$ cat src/rtl/mips_pkg.sv
// Shared types and constants for the MIPS pipeline front end.
// ifid_t is the {pc, instr} pair handed from fetch to decode.
package mips_pkg;

   localparam int          INSTR_W          = 32;
   localparam logic [31:0] RESET_PC_DEFAULT = 32'h0000_0000;
   localparam logic [31:0] NOP              = 32'h0000_0000;

   typedef struct packed {
      logic [31:0] pc;
      logic [31:0] instr;
   } ifid_t;

   // Byte address -> word address with the low two bits cleared.
   function automatic logic [31:0] word_align(input logic [31:0] addr);
      return addr & ~32'h0000_0003;
   endfunction

endpackage

$ cat src/rtl/instr_fetch_if.sv
// IF/ID valid/ready channel between the fetch stage (master) and decode (slave).
interface instr_fetch_if;
   import mips_pkg::*;

   logic               ifid_valid;
   logic               ifid_ready;
   logic [INSTR_W-1:0] ifid_instr;
   logic [INSTR_W-1:0] ifid_pc;
   logic [INSTR_W-1:0] ifid_pc_plus4;

   modport master (
      output ifid_valid,
      output ifid_instr,
      output ifid_pc,
      output ifid_pc_plus4,
      input  ifid_ready
   );

   modport slave (
      input  ifid_valid,
      input  ifid_instr,
      input  ifid_pc,
      input  ifid_pc_plus4,
      output ifid_ready
   );

endinterface

$ cat src/rtl/fetch_skid_fifo.sv
// Small circular skid buffer of ifid_t entries that absorbs the cache's one-cycle latency.
// Flush empties it in one clock; the head entry is presented straight from its register.
module fetch_skid_fifo
   import mips_pkg::*;
#(
   parameter  int DEPTH = 2,
   localparam int CNT_W = $clog2(DEPTH + 1),
   localparam int PTR_W = (DEPTH > 1) ? $clog2(DEPTH) : 1
) (
   input  logic             clk,
   input  logic             rst_n,
   input  logic             flush,
   input  logic             enq,
   input  ifid_t            enq_data,
   input  logic             deq,
   output ifid_t            head,
   output logic [CNT_W-1:0] count,
   output logic             empty,
   output logic             full
);

   logic [PTR_W-1:0] wr_ptr_q;
   logic [PTR_W-1:0] rd_ptr_q;
   logic [CNT_W-1:0] count_q;
   logic             enq_ok;
   logic             deq_ok;
   ifid_t            entries [DEPTH];

   function automatic logic [PTR_W-1:0] ptr_inc(input logic [PTR_W-1:0] p);
      return (p == PTR_W'(DEPTH - 1)) ? '0 : p + PTR_W'(1);
   endfunction

   assign empty  = (count_q == '0);
   assign full   = (count_q == CNT_W'(DEPTH));
   assign count  = count_q;
   assign deq_ok = deq && !empty;
   assign enq_ok = enq && (!full || deq_ok);

   generate
      for (genvar gi = 0; gi < DEPTH; gi++) begin : g_entry
         ifid_t entry_q;

         always_ff @(posedge clk or negedge rst_n) begin
            if (!rst_n) begin
               entry_q <= '0;
            end else if (enq_ok && !flush && wr_ptr_q == PTR_W'(gi)) begin
               entry_q <= enq_data;
            end
         end

         assign entries[gi] = entry_q;
      end
   endgenerate

   assign head = entries[rd_ptr_q];

   always_ff @(posedge clk or negedge rst_n) begin
      if (!rst_n) begin
         wr_ptr_q <= '0;
         rd_ptr_q <= '0;
         count_q  <= '0;
      end else if (flush) begin
         // A pop in the flush cycle is already delivered; everything left is discarded.
         wr_ptr_q <= '0;
         rd_ptr_q <= '0;
         count_q  <= '0;
      end else begin
         if (enq_ok) begin
            wr_ptr_q <= ptr_inc(wr_ptr_q);
         end
         if (deq_ok) begin
            rd_ptr_q <= ptr_inc(rd_ptr_q);
         end
         case ({enq_ok, deq_ok})
            2'b10:   count_q <= count_q + CNT_W'(1);
            2'b01:   count_q <= count_q - CNT_W'(1);
            default: count_q <= count_q;
         endcase
      end
   end

endmodule

$ cat src/rtl/instr_fetch.sv
// MIPS IF stage: owns the PC, issues one cache read per clock when a skid slot is free,
// and hands {pc, instr} to decode over a valid/ready channel. Redirects flush everything.
module instr_fetch
   import mips_pkg::*;
#(
   parameter logic [31:0] RESET_PC   = RESET_PC_DEFAULT,
   parameter int          FIFO_DEPTH = 2
) (
   input  logic               clk,
   input  logic               rst_n,
   output logic [INSTR_W-1:0] iCacheReadAddr,
   input  logic [INSTR_W-1:0] iCacheReadData,
   input  logic               redirect_valid,
   input  logic [INSTR_W-1:0] redirect_pc,
   instr_fetch_if.master      ifid
);

   localparam int CNT_W = $clog2(FIFO_DEPTH + 1);
   localparam int OCC_W = CNT_W + 1;

   logic [INSTR_W-1:0] pc_q;
   logic [INSTR_W-1:0] inflight_pc_q;
   logic               inflight_q;

   ifid_t              fifo_head;
   ifid_t              fifo_in;
   logic [CNT_W-1:0]   fifo_count;
   logic               fifo_empty;
   logic               fifo_full;
   logic               deq;
   logic               enq;
   logic               issue;
   logic [OCC_W-1:0]   occupancy;

   assign iCacheReadAddr = pc_q;

   assign deq = !fifo_empty && ifid.ifid_ready;
   assign enq = inflight_q && !redirect_valid;

   // Slots that will be taken after this edge if nothing new is issued; an in-flight
   // response already owns its slot, which is what keeps the FIFO from overflowing.
   assign occupancy = OCC_W'(fifo_count) + OCC_W'(inflight_q) - OCC_W'(deq);
   assign issue     = !redirect_valid
                      && !(fifo_full && !deq)
                      && (occupancy < OCC_W'(FIFO_DEPTH));

   always_comb begin
      fifo_in       = '0;
      fifo_in.pc    = inflight_pc_q;
      fifo_in.instr = iCacheReadData;
   end

   always_ff @(posedge clk or negedge rst_n) begin
      if (!rst_n) begin
         pc_q          <= RESET_PC;
         inflight_q    <= 1'b0;
         inflight_pc_q <= '0;
      end else if (redirect_valid) begin
         pc_q       <= word_align(redirect_pc);
         inflight_q <= 1'b0;
      end else if (issue) begin
         pc_q          <= pc_q + 32'd4;
         inflight_q    <= 1'b1;
         inflight_pc_q <= pc_q;
      end else begin
         inflight_q <= 1'b0;
      end
   end

   fetch_skid_fifo #(
      .DEPTH    (FIFO_DEPTH)
   ) u_skid (
      .clk      (clk),
      .rst_n    (rst_n),
      .flush    (redirect_valid),
      .enq      (enq),
      .enq_data (fifo_in),
      .deq      (deq),
      .head     (fifo_head),
      .count    (fifo_count),
      .empty    (fifo_empty),
      .full     (fifo_full)
   );

   // Outputs read zero while nothing is valid so the reset state is all-zero.
   assign ifid.ifid_valid    = !fifo_empty;
   assign ifid.ifid_pc       = fifo_empty ? '0  : fifo_head.pc;
   assign ifid.ifid_instr    = fifo_empty ? NOP : fifo_head.instr;
   assign ifid.ifid_pc_plus4 = fifo_empty ? '0  : fifo_head.pc + 32'd4;

endmodule

$ cat src/flat_wrapper.sv
// flat-port wrapper written by rule: the top's interface ports become plain ports
module instr_fetch_flat import mips_pkg::*;
#(
   parameter logic [31:0] RESET_PC   = RESET_PC_DEFAULT,
   parameter int          FIFO_DEPTH = 2
)
  (clk, rst_n, iCacheReadAddr, iCacheReadData, redirect_valid, redirect_pc, ifid_ifid_valid, ifid_ifid_instr, ifid_ifid_pc, ifid_ifid_pc_plus4, ifid_ifid_ready);
  instr_fetch_if ifid_i ();
  input  logic clk;
  input  logic rst_n;
  output logic [INSTR_W-1:0] iCacheReadAddr;
  input  logic [INSTR_W-1:0] iCacheReadData;
  input  logic redirect_valid;
  input  logic [INSTR_W-1:0] redirect_pc;
  output wire logic [$bits(ifid_i.ifid_valid)-1:0] ifid_ifid_valid;
  output wire logic [$bits(ifid_i.ifid_instr)-1:0] ifid_ifid_instr;
  output wire logic [$bits(ifid_i.ifid_pc)-1:0] ifid_ifid_pc;
  output wire logic [$bits(ifid_i.ifid_pc_plus4)-1:0] ifid_ifid_pc_plus4;
  input wire logic [$bits(ifid_i.ifid_ready)-1:0] ifid_ifid_ready;
  assign ifid_ifid_valid = ifid_i.ifid_valid;
  assign ifid_ifid_instr = ifid_i.ifid_instr;
  assign ifid_ifid_pc = ifid_i.ifid_pc;
  assign ifid_ifid_pc_plus4 = ifid_i.ifid_pc_plus4;
  assign ifid_i.ifid_ready = ifid_ifid_ready;
  instr_fetch #(.RESET_PC(RESET_PC), .FIFO_DEPTH(FIFO_DEPTH)) u_core (.clk(clk), .rst_n(rst_n), .iCacheReadAddr(iCacheReadAddr), .iCacheReadData(iCacheReadData), .redirect_valid(redirect_valid), .redirect_pc(redirect_pc), .ifid(ifid_i));
endmodule
$ cat config.mk
export PLATFORM = sky130hd
export DESIGN_NAME = instr_fetch_flat
export DESIGN_NICKNAME = d
export VERILOG_FILES = /design/src/rtl/mips_pkg.sv /design/src/rtl/instr_fetch_if.sv /design/src/rtl/fetch_skid_fifo.sv /design/src/rtl/instr_fetch.sv /design/src/flat_wrapper.sv
export SDC_FILE = /design/constraint.sdc
export NUM_CORES = 1
export LEC_CHECK = 0
export CELL_PAD_IN_SITES_DETAIL_PLACEMENT = 1
export CELL_PAD_IN_SITES_GLOBAL_PLACEMENT = 2
export CORE_ASPECT_RATIO = 0.75
export CORE_MARGIN = 8
export CORE_UTILIZATION = 35
export CTS_CLUSTER_SIZE = 28
export DETAILED_ROUTE_END_ITERATION = 10
export PLACE_DENSITY_LB_ADDON = 0.1
export SLEW_MARGIN = 10
export SYNTH_ARGS = -nofsm -noshare
export SYNTH_HDL_FRONTEND = slang
export SYNTH_SLANG_ARGS = --single-unit
$ cat constraint.sdc
create_clock -name clk -period 10.4 [get_ports clk]
set_input_delay 2.08 -clock clk [delete_from_list [all_inputs] [get_ports clk]]
set_output_delay 2.08 -clock clk [all_outputs]
set_load 0.1 [all_outputs]
# Yosys cells after proc, flatten, opt, wreduce, memory -nomap -nowiden
# Cells that the tools add are included.
[totals] regBits=197 latchBits=0 ramBits=0 rom_bits=0 elab_cells=66 mem_count=0
[classes] n_addsub=8 n_mul=0 div_mod_pow=0 order_cmp=2 eq_ne=3 n_shift=0 n_mux=18 bitwise_logic=3 n_reduce_logical=22
[ops] op="two-way mux 64 bit" n=3
[ops] op="two-way mux 32 bit" n=5
[ops] op="adder 32 x 3 -> 32 bit (second input constant)" n=2
[ops] op="logical AND 1 bit" n=10
[ops] op="two-way mux 1 bit" n=8
[ops] op="nonzero test 2 bit" n=3
[ops] op="logical NOT 1 bit" n=5
[ops] op="equality test 2 bit (second input constant)" n=2
[ops] op="one-hot mux 2 bit (2 select lines)" n=1
[ops] op="adder 2 x 1 -> 3 bit" n=1
[ops] op="less-than comparator 3 x 2 -> 1 bit (second input constant)" n=1
[ops] op="nonzero test 3 bit" n=1
[ops] op="subtractor 3 x 1 -> 3 bit" n=1
[ops] op="adder 1 bit (second input constant)" n=2
[ops] op="adder 2 x 1 -> 2 bit (second input constant)" n=1
[ops] op="equality test 2 x 1 -> 1 bit (second input constant)" n=1
[ops] op="greater-or-equal comparator 2 bit (second input constant)" n=1
[ops] op="logical NOT 2 bit" n=1
[ops] op="two-way mux 2 bit" n=1
[ops] op="NOT 1 bit" n=2
[ops] op="NOT 1 -> 2 bit" n=1
[ops] op="AND reduction 2 bit" n=1
[ops] op="subtractor 2 x 1 -> 2 bit (second input constant)" n=1
[ops] op="logical OR 1 bit" n=1

# Logic depth before layout (Yosys ltp)
# Gate-level depths: netlist of the first run.
[logic_depth] depth_word=10 ltp_mapped=13

# Hierarchy
# A second synthesis of the first run with hierarchy kept.
[unflattened] cells_unflattened=819 area_unflattened_um2=10014.6
[by_module_without_submodules] mod="fetch_skid_fifo" instances=1 cells_each=365 area_each_um2=5911.9
[by_module_without_submodules] mod="instr_fetch" instances=1 cells_each=454 area_each_um2=4102.7

# Worst setup path after synthesis of the first run
# Ideal clock, no wire load.
[synth_path] kind="reg2out" startpoint="register u_core.u_skid.rd_ptr_q" endpoint="output port ifid_ifid_pc_plus4[26]" arrival_time_ns=5.548 setup_slack_ns=2.772 path_stages_with_launch=11 n_path_buf=4 path_cell_list="dfrtp_1 -> buf_4 -> buf_2 -> buf_2 -> buf_2 -> mux2_2 -> ha_1 -> inv_1 -> a211oi_2 -> nand4_1 -> o41ai_1"
[synth_via] elab_chain_len=6
[synth_lines] item="start, declared" line="fetch_skid_fifo.sv:23" source="logic [PTR_W-1:0] rd_ptr_q;"
[synth_lines] item="start signal, assigned" line="fetch_skid_fifo.sv:72" source="rd_ptr_q <= ptr_inc(rd_ptr_q);"
[synth_lines] item="NOT 1 -> 2 bit (not written as such)" line="fetch_skid_fifo.sv:55" source="assign head = entries[rd_ptr_q];"
[synth_lines] item="two-way mux 64 bit (not written as such) (3 in series)" line="fetch_skid_fifo.sv:55"
[synth_lines] item="adder 32 x 3 -> 32 bit" line="instr_fetch.sv:89" source="assign ifid.ifid_pc_plus4 = fifo_empty ? '0 : fifo_head.pc + 32'd4;"
[synth_lines] item="two-way mux 32 bit" line="instr_fetch.sv:89"
[synth_lines] item="end, declared" line="flat_wrapper.sv:18" source="output wire logic [$bits(ifid_i.ifid_pc_plus4)-1:0] ifid_ifid_pc_plus4;"
# No other way between the ends. The select of a mux whose other input is x is not followed.

# Worst setup path after layout of the first run
# Ends and elaborated chain as after synthesis.

==> summary.md, run 1 <==
| Metric | Value |
|---|---|
| Die Y | 160.6 um |
| CP endpoint kind | output pin |
| Sequential share of power | 35.8% |
| Synth top area cells | dfrtp_1 48%, mux2_2 15%, mux2i_1 5.7%, nand2_1 5.3%, nor2_1 3.4% |
| Sequential area share after synthesis | 48.47% |
| Routed vias/inst | about 5.3 |
| Share of the synthesized area in the top cell type | between 40% and 50% |
| Dominant cell type by area after synthesis | dfrtp_1 |
| Vias in the first global route | ~8400 |
| Drt wl/cell | 19.81 um |
| GR Layer Usage met2 | about 29% |
| Post-synth top flop | dfrtp_1 |
| Post-Syn Area per Cell | around 10 um2 |
| Synth-to-layout area growth | 28.09% |
| Inserted Diodes | 0 |
| Comb power frac | 47.3% |
| Maximum clock rate | 143.6 MHz |
| CTS Buf Count | 17 |
| Outcome | finished clean |
| PostCTS Resize Cnt | 0 |
| Setup slack, reg-to-reg | just over 5 ns |
| Arr. time, crit path | 4.88 ns |
| R2r endpoint | u_core.iCacheReadAddr[24]$_DFFE_PN0P_ |
| Slew Viols, Final | 0 |
| Final TNS setup | 0 ns |
| Routability congestion estimate from global placement | 0.7313 |
| Power per cell area | 296.9 mW/mm2 |
| Worst-Skew Late Latency | 0.42 ns |
| Switching Share | 47.24% |
| Hold Buf Count CTS | 0 |
| RSZ-0062 raised after global routing | false |
| Post-Layout Cell Count | 1464 |
| Postcts setup bufs | 0 |
| Hold WC Path Type | flip-flop to flip-flop |
| Final setup violation count | 0 |
| Worst Path Max Fanout | 64 |
| Minimum clock period | 6.964 ns |
| Antenna Nets Post-Route | 0 |
| Post-layout util | around 45% |
| Initial Util | a little over a third |
| FP Rows | 53 |
| Setup Crit Path Kind | flip-flop to output pin |
| DR pass1 iterations | 5 |
| DRC | 0 |
| Largest net degree at the start of global routing | roughly 110 |
| Initial antenna violation count | 0 |
| Num Clock Sinks | 189 |
| Mapped Area | 0.009758 mm2 |
| Final hold violation count | 0 |
| Total GRT Usage | 17.47% |
| Min-Delay Startpoint | u_core.inflight_pc_q[31]$_DFFE_PN0P_ |
| Grt ovf | 0 |
| DRT iter0 DRCs | roughly 390 |
| Net count, final | 1167 |
| CORE AREA | 0.02772 mm2 |
| Hold Path Cell Cnt | 2 |
| Startpoint types | flip-flop |
| Root Buffer | clkbuf_16 |
| Maxcap violations | 0 |
| Fraction of layout cells with a size suffix above 1 | 16.53% |
| Most frequent cells after synthesis | 189 x dfrtp_1, 139 x nand2_1, 132 x mux2_2, 89 x nor2_1, 56 x mux2i_1 |
| CTS tree | yes |
| Final HPWL from detailed placement | just under 20000 um |
| Post-route clock skew | 0.009272 ns |
| Yosys warns | 0 |
| Worst reg-to-reg path cell count | 13 |
| Count leader, synth | dfrtp_1 |
| CP required | 8.32 ns |
| Part of the cycle the worst path needs | ~67% |
| Clock-pin slew on the worst setup and hold paths | approximately 0.070 ns |
| Asr flop ratio synth | 100.0% |
| # IOs | 197 |
| Hold EP | u_core.inflight_pc_q[31]$_DFFE_PN0P_ |
| First-pass GRT wire length | 47580 um |
| Port bufs | around 190 |
| Max Root-Sink Buffers | 2 |
| Net Sw Power | 1.753 mW |
| Proportion of power drawn by the clock network | 17.0% |
| Pint | a little under 2 mW |
| Leakage | 5.080 nW |
| GR Util met1 | 23.17% |
| Total placed cells including tap cells | ~1400 |
| H-tree levels | 4 |
| Rel. slew slack | 27.59% |
| Layout filler cell count | 3037 |
| Busiest layer in global routing | met2 |
| Netlist cell types | ~60 |
| Via count | 7732 |
| Worst VDD drop | 0.1342 mV |
| Synth Instances | 932 |
| Synth Register Bits | 189 |
| Final WL | between 20000 and 30000 um |
| Post-synth EDFFs | 0 |
| Worst-margin pin slew | between 1 and 1.5 ns |
| Die width | 208.8 um |
| Worst hold margin | 0.4986 ns |
| R2r startpoint | u_core.u_skid.count[1]$_DFFE_PN0P_ |
| Die area | 0.03354 mm2 |
| Met3 Use GR | 4.070% |
per-stage QoR:
stage	area, um2	setup WS [ns]	power (mW)
global placement	11950	3.850	3.081
floorplan	9777	2.772	2.632
CTS	12500	3.330	3.764
finish	12500	3.436	3.711
detailed placement	11950	3.816	3.118
global route	12500	3.040	3.935
worst max path at each step:
stage	from	endpoint	slack, ns	cells after the start
2_1_floorplan	u_core.u_skid.rd_ptr_q$_DFFE_PN0P_	ifid_ifid_pc_plus4[26]	2.77	10
3_3_place_gp	u_core.u_skid.rd_ptr_q$_DFFE_PN0P_	ifid_ifid_pc_plus4[26]	3.85	6
3_5_place_dp	u_core.u_skid.rd_ptr_q$_DFFE_PN0P_	ifid_ifid_pc_plus4[26]	3.82	6
4_1_cts	u_core.u_skid.rd_ptr_q$_DFFE_PN0P_	ifid_ifid_pc_plus4[26]	3.33	6
5_1_grt	u_core.u_skid.rd_ptr_q$_DFFE_PN0P_	ifid_ifid_pc_plus4[28]	3.04	7
6_report	u_core.u_skid.rd_ptr_q$_DFFE_PN0P_	ifid_ifid_pc_plus4[26]	3.44	6
cell families after synthesis:
logic type | after synthesis | synth area share [%]
AO/OA/AOI/OAI | 109 | 8.014
XOR/XNOR | 17 | 1.526
adder cells (fa/ha/maj) | 4 | 0.5899
buffers and inverters | 70 | 3.077
flip-flops | 189 | 48.47
multiplexers | 189 | 21.09
other | 1 | 0.03843
AND/OR/NAND/NOR | 353 | 17.19
flip-flops by register name, summed over array words and instances, names as in the netlist:
register                count
u_core.u_skid.entries     124
u_core.iCacheReadAddr      30
u_core.inflight_pc_q       30
u_core.u_skid.count         2
u_core.inflight_q           1
u_core.u_skid.rd_ptr_q      1
u_core.u_skid.wr_ptr_q      1
layout make-up:
class                   count  area (um2)  area share (%)
clock inverters             9       88.84          0.7107
well taps                 357       446.7           3.574
clock buffers              22       464.2           3.714
multi-input cells         678        4773           38.19
repair buffers            197        1948           15.59
flip-flops and latches    189        4733           37.87
inverters                  12       45.04          0.3604
critical path, stage by stage, from the launching register on:
cell	delay (ns)
dfrtp_4	0.79
buf_4	0.83
nand4_1	0.38
a22oi_1	0.26
nand4_1	0.39
o41ai_1	0.54
clkdlybuf4s50_1	1.22
placed cells by master (no fill, tap or decap), drive strengths merged, types with 3 or more instances in the layout:
cell / count
o21ai: 32
dfrtp: 189
and3: 5
inv: 14
and4: 4
and2: 12
nor2b: 4
a31oi: 4
or4: 3
nor3: 10
xnor2: 12
a211oi: 4
o31ai: 6
clkdlybuf4s50: 186
mux2: 133
buf: 10
nand2: 139
clkbuf: 23
a21oi: 11
ha: 3
o311ai: 5
nand4b: 9
conb: 6
nand3b: 7
nor4: 4
a41oi: 4
a21o: 3
o211ai: 9
nand3: 30
clkinv: 3
xor2: 5
a22oi: 10
nand4: 20
a221o: 7
nand2b: 12
mux2i: 56
nor2: 89
clkinvlp: 3
metal layers:
layer | up-vias | share of wire [%] | wire length (um)
li1 | 3637 | - | -
met1 | 3971 | 47 | 13640
met2 | 104 | 48 | 13960
met3 | 20 | 3.8 | 1103
met4 | 0 | 1.0 | 289
met5 | - | 0 | 0
power groups by stage:
stage | sequential, mW | combinational (mW) | clock, mW
finish | 1.33 | 1.75 | 0.629
CTS | 1.33 | 1.78 | 0.652
floorplan | 1.41 | 1.23 | 0
detailed placement | 1.34 | 1.77 | 0
global placement | 1.33 | 1.75 | 0
global route | 1.38 | 1.87 | 0.678
(Power assumes the default switching activity.)
==> run 2, diff against run 1 <==
- CORE_UTILIZATION: 35 -> 33
- clock period: 10.4 -> 6.6 ns (I/O delays scaled with it)
==> run 2 against run 1 <==
  * Setup slack worse by 2.6 ns
  * Utilization fell by 1.7 points
  * Cell count rose by 2.9%
  * Final area rose by 1.2%
  * Largest cell class unchanged
  * Largest power group unchanged
==> summary.md, run 2 (same netlist as run 1, synthesis figures left out) <==
| Metric | Value |
|---|---|
| Outcome | finished clean |
| Critical-path cell list | buf_4 -> buf_4 -> nand3_1 -> o21ai_0 -> nand2b_1 -> a2111oi_4 -> mux2_1 -> clkdlybuf4s50_1 |
| Total GRT Usage | 16.74% (-0.73 points) |
| Hold Buf Count CTS | 0 (unchanged) |
| Worst Path Max Fanout | 44 (-31%) |
| Post-layout util | 43.43% (-1.7 points) |
| Net count, final | 1174 (+0.60%) |
| Worst hold margin | 0.5013 ns (+0.002638 ns) |
| Largest net degree at the start of global routing | 67 (-41%) |
| Commonest non-fill, non-tap cell in the layout | dfrtp_1 |
| Worst-Skew Late Latency | 0.45 ns (+0.03 ns) |
| CORE AREA | 0.02912 mm2 (+5.1%) |
| Inserted Diodes | 0 (unchanged) |
| Setup slack, reg-to-reg | 2.01 ns (-3.07 ns) |
| Routability congestion estimate from global placement | 0.7422 (+1.5%) |
| Postcts setup bufs | 0 (unchanged) |
| Die width | 214.6 um (+2.8%) |
| Crit. path cell count | 8 (+2) |
| Num Clock Sinks | 189 (unchanged) |
| Part of the cycle the worst path needs | 87.38% |
| Arr. time, crit path | 4.45 ns (-0.43 ns) |
| Hold Path Cell Cnt | 2 (unchanged) |
| R2r endpoint | u_core.iCacheReadAddr[23]$_DFFE_PN0P_ |
| Crit-path most repeated cell | buf_4 |
| Initial antenna violation count | 0 (unchanged) |
| Final WL | 29130 um (+0.45%) |
| Synth-to-layout area growth | 29.59% |
| Final HPWL from detailed placement | 20200 um (+3.3%) |
| DRC | 0 (unchanged) |
| Max Root-Sink Buffers | 2 (unchanged) |
| Power per cell area | 469.4 mW/mm2 (+58%) |
| Root Buffer | clkbuf_16 |
| CTS tree | yes |
| DR pass1 iterations | 4 (-1) |
| Antenna Nets Post-Route | 0 (unchanged) |
| Startpoint types | flip-flop |
| Fraction of layout cells with a size suffix above 1 | 17.76% (+1.2 points) |
| Routed vias/inst | 5.129 (-2.9%) |
| Slowest cell on crit path | clkdlybuf4s50_1 |
| Proportion of power drawn by the clock network | 18.1% (+1.1 points) |
| CTS Buf Count | 17 (unchanged) |
| Minimum clock period | a little under 6 ns |
| Worst Path Buf+Inv | 3 (+1) |
| Total power | 5.936 mW (+60%) |
| # IOs | 197 (unchanged) |
| Final hold violation count | 0 (unchanged) |
| First-pass GRT wire length | 47420 um (-0.33%) |
| Hold WC Path Type | flip-flop to flip-flop |
| Maxcap violations | 0 (unchanged) |
| RSZ-0062 raised after global routing | false |
| Worst VDD drop | 0.2296 mV (+71%) |
| Layout filler cell count | 3166 (+4.2%) |
| R2r startpoint | u_core.u_skid.count[1]$_DFFE_PN0P_ |
| Via count | 7729 (-0.039%) |
| Setup Crit Path Kind | flip-flop to output pin |
| CP required | 5.28 ns (-3.04 ns) |
| H-tree levels | 4 (unchanged) |
| FP Rows | 54 (+1.9%) |
| Leakage | 5.153 nW (+1.5%) |
| CP startpoint | u_core.u_skid.rd_ptr_q$_DFFE_PN0P_ |
| Worst Setup EP | ifid_ifid_pc_plus4[27] |
| Maximum clock rate | around 170 MHz |
| Worst path top cell family by delay | buffers and inverters |
| Comb power frac | 46.6% (-0.7 points) |
| Die area | 0.03539 mm2 (+5.5%) |
| Final TNS setup | 0 ns (unchanged) |
| Sequential share of power | 35.3% (-0.5 points) |
| Worst reg-to-reg path cell count | 14 (+1) |
| CP peak stage delay | 0.98 ns (-0.24 ns) |
| Drt wl/cell | 19.33 um (-2.4%) |
| Rel. slew slack | 30.11% (+2.5 points) |
| Switching Share | 46.80% (-0.44 points) |
| Post-route clock skew | 0.007726 ns (-0.001545 ns) |
| Commonest non-fill, non-tap cells in the layout | 188 x dfrtp_1, 182 x clkdlybuf4s50_1, 138 x nand2_1, 132 x mux2_2, 88 x nor2_1 |
| Worst-margin pin slew | 1.045 ns (-0.03705 ns) |
| Max FFs per register | 124 (unchanged) |
| Port bufs | 188 (unchanged) |
| PostCTS Resize Cnt | 0 (unchanged) |
| Slew Viols, Final | 0 (unchanged) |
| Grt ovf | 0 (unchanged) |
| Vias in the first global route | 8337 (-0.42%) |
| Final setup violation count | 0 (unchanged) |
| Initial Util | 33.51% (-1.7 points) |
| Pint | 3.158 mW (+61%) |
| Clock-pin slew on the worst setup and hold paths | 0.07 ns (about the same) |
| DRT iter0 DRCs | 261 (-33%) |
| Net Sw Power | 2.778 mW (+58%) |
| Die Y | 164.9 um (+2.7%) |
| CP endpoint kind | output pin |
-- run 2: power by group through the flow --
stage / registers [mW] / clock network [mW] / logic [mW]
4_1_cts: 2.10 / 1.12 / 2.81
3_3_place_gp: 2.10 / 0 / 2.77
6_report: 2.09 / 1.08 / 2.77
2_1_floorplan: 2.22 / 0 / 1.93
3_5_place_dp: 2.12 / 0 / 2.80
5_1_grt: 2.18 / 1.16 / 2.96
-- run 2: how the worst min path moves through the flow --
stage	from	endpoint	slack (ns)
6_report	u_core.inflight_pc_q[2]$_DFFE_PN0P_	u_core.inflight_pc_q[2]$_DFFE_PN0P_	0.50
4_1_cts	u_core.u_skid.entries[3]$_DFFE_PN0P_	u_core.u_skid.entries[3]$_DFFE_PN0P_	0.51
5_1_grt	u_core.u_skid.entries[92]$_DFFE_PN0P_	u_core.u_skid.entries[92]$_DFFE_PN0P_	0.52
2_1_floorplan	u_core.inflight_pc_q[17]$_DFFE_PN0P_	u_core.inflight_pc_q[17]$_DFFE_PN0P_	0.46
3_3_place_gp	u_core.u_skid.entries[5]$_DFFE_PN0P_	u_core.u_skid.entries[5]$_DFFE_PN0P_	0.49
3_5_place_dp	u_core.inflight_pc_q[2]$_DFFE_PN0P_	u_core.inflight_pc_q[2]$_DFFE_PN0P_	0.49
-- run 2: area by class of cell --
cell class                 instances  area, um2  share of cell area [%]
inverter                          12      45.04                  0.3562
multi-input combinational        678       4781                   37.81
tap                              392      490.5                   3.878
clock buffer                      19      442.9                   3.503
sequential                       189       4733                   37.43
clock inverter                    13      162.7                   1.286
timing repair buffer             204       1991                   15.74
-- run 2: per-layer routing --
layer | track usage [%] | share of wire, % | wire length (um) | vias to the layer above
met1 | 21.55 | 46 | 13490 | 3939
met5 | 0 | 0 | 0 | -
met3 | 4.100 | 3.7 | 1077 | 20
met4 | 4.167 | 1.1 | 321 | 0
met2 | 28.18 | 49 | 14240 | 113
li1 | - | - | - | 3657
-- run 2: per-stage QoR --
stage	setup WS (ns)	std cells	instance area, um2
after floorplan	0.5771	937	9784
after global routing	0.4749	1507	12650
after CTS	0.7717	1507	12650
after detailed placement	1.271	1475	12040
final	0.8330	1507	12650
after global placement	1.252	1475	12040
-- run 2: worst reg2reg max path, cell delays in order (launching register included) --
cell and delay (ns):
dfrtp_1 0.49, nor2_4 0.13, buf_4 0.44, inv_1 0.49, and2_1 0.34, ha_1 0.27
nand2b_1 0.16, fa_1 0.49, nor2b_1 0.21, o21ai_4 0.10, inv_2 0.34, buf_4 0.33
and3_1 0.28, a41oi_1 0.14, a221o_1 0.27
